## src/rtl/led_seq_pkg.sv

```systemverilog
// led_seq_pkg: shared encodings and constants for the LED sequencer
package led_seq_pkg;
    localparam logic [1:0] MODE_DIRECT = 2'd0;
    localparam logic [1:0] MODE_BLINK  = 2'd1;
    localparam logic [1:0] MODE_ROTL   = 2'd2;
    localparam logic [1:0] MODE_ROTR   = 2'd3;

    localparam logic [1:0] ADDR_PATTERN = 2'd0;
    localparam logic [1:0] ADDR_MODE    = 2'd1;
    localparam logic [1:0] ADDR_DIV     = 2'd2;
    localparam logic [1:0] ADDR_STATUS  = 2'd3;

    localparam logic [15:0] RST_PATTERN = 16'h55aa;

    typedef enum logic [1:0] {
        S_DIRECT    = 2'd0,
        S_BLINK_ON  = 2'd1,
        S_BLINK_OFF = 2'd2,
        S_ROTATE    = 2'd3
    } state_t;

    // State a mode starts in after a MODE or PATTERN write.
    function automatic state_t entry_state(input logic [1:0] m);
        return m == MODE_DIRECT ? S_DIRECT : m == MODE_BLINK ? S_BLINK_ON : S_ROTATE;
    endfunction
endpackage

```

## src/rtl/tick_prescaler.sv

```systemverilog
// tick_prescaler: one-cycle tick every div cycles, restartable by clear
//   clk, rst (async active-low), div (cycles per tick), clear (restart count),
//   tick (one-cycle pulse; never asserted while clear is high)
module tick_prescaler #(
    parameter int DIV_W = 24
) (
    input  logic             clk,
    input  logic             rst,
    input  logic [DIV_W-1:0] div,
    input  logic             clear,
    output logic             tick
);
    logic [DIV_W-1:0] cnt;

    // div of 0 or 1 both mean every cycle; div >= 2 keeps div-1 from wrapping.
    assign tick = !clear && (div <= DIV_W'(1) || cnt == div - DIV_W'(1));

    always_ff @(posedge clk or negedge rst)
        if (!rst)
            cnt <= '0;
        else
            cnt <= (clear || tick) ? '0 : cnt + DIV_W'(1);
endmodule

```

## src/rtl/led_sequencer.sv

```systemverilog
// led_sequencer: memory-mapped pattern engine, sole writer of the LED register
//   clk, rst (async active-low)
//   addr/wdata/we: CPU register writes (0 PATTERN, 1 MODE, 2 DIV, 3 STATUS ro)
//   rdata: combinational read of the register selected by addr
//   led_din/led_we: registered write port into the LED register
module led_sequencer #(
    parameter int              DIV_W       = 24,
    parameter logic [DIV_W-1:0] DEFAULT_DIV = DIV_W'(5_000_000),
    parameter logic [15:0]     RST_PATTERN = 16'h55aa
) (
    input  logic        clk,
    input  logic        rst,
    input  logic [1:0]  addr,
    input  logic [31:0] wdata,
    input  logic        we,
    output logic [31:0] rdata,
    output logic [15:0] led_din,
    output logic        led_we
);
    import led_seq_pkg::*;

    logic [15:0]      pattern, cur, cur_n;
    logic [1:0]       mode;
    logic [DIV_W-1:0] div;
    state_t           state, state_n;
    logic             tick, wr_pat, wr_mode, wr_div;

    assign wr_pat  = we && addr == ADDR_PATTERN;
    assign wr_mode = we && addr == ADDR_MODE;
    assign wr_div  = we && addr == ADDR_DIV;

    // Any register write restarts the tick period, so a write always beats a tick.
    tick_prescaler #(.DIV_W(DIV_W)) u_pre (
        .clk  (clk),
        .rst  (rst),
        .div  (div),
        .clear(wr_pat || wr_mode || wr_div),
        .tick (tick)
    );

    always_ff @(posedge clk or negedge rst)
        if (!rst)
            state <= S_DIRECT;
        else
            state <= state_n;

    always_comb begin
        state_n = state;
        cur_n   = cur;
        if (wr_mode) begin
            state_n = entry_state(wdata[1:0]);
            cur_n   = pattern;
        end else if (wr_pat) begin
            state_n = entry_state(mode);
            cur_n   = wdata[15:0];
        end else if (tick) begin
            if (state == S_BLINK_ON) begin
                state_n = S_BLINK_OFF;
                cur_n   = '0;
            end else if (state == S_BLINK_OFF) begin
                state_n = S_BLINK_ON;
                cur_n   = pattern;
            end else if (state == S_ROTATE) begin
                cur_n = mode == MODE_ROTL ? {cur[14:0], cur[15]} : {cur[0], cur[15:1]};
            end
        end
    end

    always_ff @(posedge clk or negedge rst)
        if (!rst) begin
            pattern <= RST_PATTERN;
            mode    <= MODE_DIRECT;
            div     <= DEFAULT_DIV;
            cur     <= RST_PATTERN;
            led_din <= RST_PATTERN;
            led_we  <= 1'b0;
        end else begin
            if (wr_pat)  pattern <= wdata[15:0];
            if (wr_mode) mode    <= wdata[1:0];
            if (wr_div)  div     <= wdata[DIV_W-1:0];
            cur     <= cur_n;
            led_din <= cur_n;
            led_we  <= cur_n != cur || wr_pat || wr_mode;
        end

    assign rdata = addr == ADDR_PATTERN ? {16'b0, pattern} :
                   addr == ADDR_MODE    ? {30'b0, mode} :
                   addr == ADDR_DIV     ? 32'(div) :
                                          {14'b0, state, cur};
endmodule
```

## config.mk

```make
export PLATFORM = sky130hd
export DESIGN_NAME = led_sequencer
export DESIGN_NICKNAME = d
export VERILOG_FILES = /design/src/rtl/led_seq_pkg.sv /design/src/rtl/tick_prescaler.sv /design/src/rtl/led_sequencer.sv
export SDC_FILE = /design/constraint.sdc
export NUM_CORES = 1
export LEC_CHECK = 0
export ABC_CLOCK_PERIOD_IN_PS = 5500
export BUFFER_PORTS_ARGS = -buffer_cell sky130_fd_sc_hd__buf_2
export CORE_MARGIN = 2
export CORE_UTILIZATION = 28
export CTS_CLUSTER_SIZE = 40
export DETAILED_ROUTE_END_ITERATION = 12
export GPL_ROUTABILITY_DRIVEN = 0
export PLACE_DENSITY = 0.52
export SYNTH_ARGS = -nofsm -noshare
export SYNTH_HDL_FRONTEND = slang
export SYNTH_SLANG_ARGS = --single-unit
```

## constraint.sdc

```tcl
create_clock -name clk -period 5.5 [get_ports clk]
set_input_delay 0.55 -clock clk [delete_from_list [all_inputs] [get_ports clk]]
set_output_delay 0.55 -clock clk [all_outputs]
set_load 0.01 [all_outputs]
```

==> flow_summary.toml <==
[status]
status = "completed"

[setup_path]
slowest_stage = "nand2_1"
critPathLaunchType = "flop"
cp.arrival_ns = 4.34
crit_family = "simple AND/OR/NAND/NOR gates"
crit_required_ns = 5.70
critical-path-max-stage-delay_ns = 0.71
crit_chain = "inv_1 > ha_1 > nor3b_2 > and3_1 > o2111ai_1 > a2111oi_2 > nand4_1 > a2111oi_4 > nor2_1 > nand2_1 > nor2_1"
endpoint_kind = "flop"
worst-path-buf-inv = 1
crit_type = "reg2reg"
cpMostUsedCell = "nor2_1"
cp_max_fo = 23

[sta]
tightest_slew_ns = 1.01
fin_tns_setup_ns = 0
timing.final.crit_share_pct = 75.3
maxSlewHeadroom_pct = 32.3
clock.fmax_mhz = 241
period_minus_slack_ns = 4.14
final.setup_skew_ns = 0.0151
rsz0062_at_grt = "no"
final_max_slew_viol_count = 0
setup_viol = 0
final_hold_viol_count = 0

[final_layout]
final_common_cell = "nor2_1"
synthToLayoutAreaGrowth_pct = 12.7
layout-drive-gt1-share_pct = 25.4
stdcell_area_um2 = 7310
n_antenna_cell = 0
final_cell_mix = "nor2_1 (84), buf_2 (68), dfrtp_1 (61)"
nets = 807

[floorplanning]
num_io_pins = 86
die-height_um = 156
rows = 55
start_util_pct = 28.6
core_area_um2 = 22700
die_w_um = 156
die_area_um2 = 24400

[clock_tree]
post_cts_resized = 0
clock_sinks = 85
cts_tree = "yes"
hold_buffers = 0
post_cts_buffers = 0
clkTransAtPathRegs_ns = 0.07
cts_buffer_depth = 2
numCtsBuffers = 9
insertion_delay_ns = 0.36
cts_root_buf = "clkbuf_16"
h-tree-depth = 3

[synthesis]
ys_types = 66
postSynthAreaPerCell_um2 = 8.93
syn_area_um2 = 6480
synth-edff-count = 0
yosys_warnings = 0
synthArstFlopShare_pct = 100
ys_ff_latch = 85
ys.flop_type = "dfrtp_1"
yosysSeqAreaShare_pct = 33.3
synthCells = 726

[hold_path]
min_path_type = "in2async"

[grt]
grt_start_max_net_pins = 64
grt_usage_pct = 17.2
antenna_found_initial = 1
grt_pass1_wl_mm = 32.4
grt-ovfl-total = 0
first_global_vias = 5462

[detailed_routing]
antenna_left = 0
vias_per_cell = 5.33
dr.first_iter.drc_count = 508
num_vias = 5622
wl_per_cell_um = 19.4
drc = 0
firstDrtPassIters = 5
wl_mm = 20.5

[pwr]
finalPower_mw = 2.30
powerDensity_nw_per_um2 = 315
ir_drop_mv = 0.142
p_leak_nw = 3.01

[placement]
placed_cell_area_um2 = 7030
io_buffer_count = 69
dpl.hpwl_mm = 14.6

[job]
cap_violations = 0
[final timing paths]
| path | to | slack, ns | startpoint | cells after the start |
|---|---|---|---|---|
| min in group clk | div[21]$_DFFE_PN0P_ | 0.42 | wdata[21] | 2 |
| hold reg to reg | u_pre.cnt[0]$_DFF_PN0_ | 0.53 | u_pre.cnt[0]$_DFF_PN0_ | 1 |
| setup reg to reg | u_pre.cnt[7]$_DFF_PN0_ | 1.36 | div[0]$_DFFE_PN0P_ | 11 |
| setup / recovery | u_pre.cnt[7]$_DFF_PN0_ | 1.36 | div[0]$_DFFE_PN0P_ | 11 |
| max in group asynchronous | pattern[15]$_DFFE_PN0P_ | 4.24 | rst | 2 |
| hold / removal | u_pre.cnt[23]$_DFF_PN0_ | 0.09 | rst | 1 |
[where the power goes]
group	switching, mW	total (mW)	leakage [nW]	internal (mW)
Combinational	0.405	0.754	1.85	0.350
Sequential	0.206	0.947	1.02	0.741
Clock	0.279	0.599	0.136	0.320
Total	0.890	2.30	3.01	1.41
[through the flow]
step | hold slack, ns | util (%) | cells | worst slack, ns
global route | 0.112 | 32.2 | 1054 | 0.941
global placement | 0.474 | 31.0 | 1038 | 1.45
CTS | 0.102 | 32.2 | 1054 | 1.37
detailed placement | 0.478 | 31.0 | 1038 | 1.39
finish | 0.0856 | 32.2 | 1054 | 1.36
floorplan | 0.254 | - | 733 | 2.33
[cells by family (layout without fill, tap and decap cells)]
logic type	Yosys count	count (layout)	synth area share, %
multiplexers	91	91	15.6
XOR/XNOR	54	54	7.29
AND/OR/NAND/NOR	244	244	19.1
buffers and inverters	81	117	5.48
flip-flops	85	85	33.3
adder cells (fa/ha/maj)	6	6	1.16
other	1	8	0.0578
AO/OA/AOI/OAI	164	164	18.1
[per-layer routing]
layer / GRT usage (%) / share of wire (%) / routed length (um)
met5: 0 / 0.064 / 13
met4: 4.54 / 1.4 / 289
met3: 3.22 / 5.6 / 1140
met2: 25.6 / 43 / 8860
met1: 25.3 / 50 / 10200
[Yosys cell counts (7+ instances only)]
cell | number | area (um2)
nor2_1 | 85 | 319
mux2_2 | 59 | 664
mux2i_1 | 30 | 300
clkbuf_1 | 35 | 131
nand2_1 | 44 | 165
buf_1 | 11 | 41.3
o21ai_0 | 38 | 190
xor2_1 | 25 | 219
a211o_1 | 7 | 61.3
a211oi_1 | 17 | 128
and3_1 | 12 | 75.1
nand3_1 | 22 | 110
dfstp_2 | 24 | 631
buf_4 | 8 | 60.1
nor2b_1 | 8 | 50.1
nor3_1 | 15 | 75.1
xnor2_1 | 29 | 254
o211ai_1 | 10 | 75.1
a22o_1 | 16 | 140
dfrtp_1 | 61 | 1530
and2_1 | 15 | 93.8
nand4_1 | 8 | 50.1
a21oi_1 | 22 | 110
inv_1 | 20 | 75.1
[worst register-to-register path, delay by kind of cell, from the launching register on]
family	cells	cell delay [ns]
and+or+nand+nor	6	2.01
AOI/OAI and AO/OA	3	1.18
DFF	1	0.50
adders and majority gates	1	0.20
buffers and inverters	1	0.11
[flip-flops by register name, indices dropped and copies added, names as in the netlist]
register,flops
mode,2
pattern,16
div,24
cur,16
u_pre.cnt,24
led_we,1
state,2
[area by class of cell]
class / count / area (um2)
tap: 285 / 357
timing repair buffer: 81 / 438
fill: 2402 / 15400
clock buffer: 11 / 243
inverter: 20 / 75.1
sequential: 85 / 2160
multi-input combinational: 567 / 4000
clock inverter: 5 / 35.0
Power figures use the tool's default switching activity.
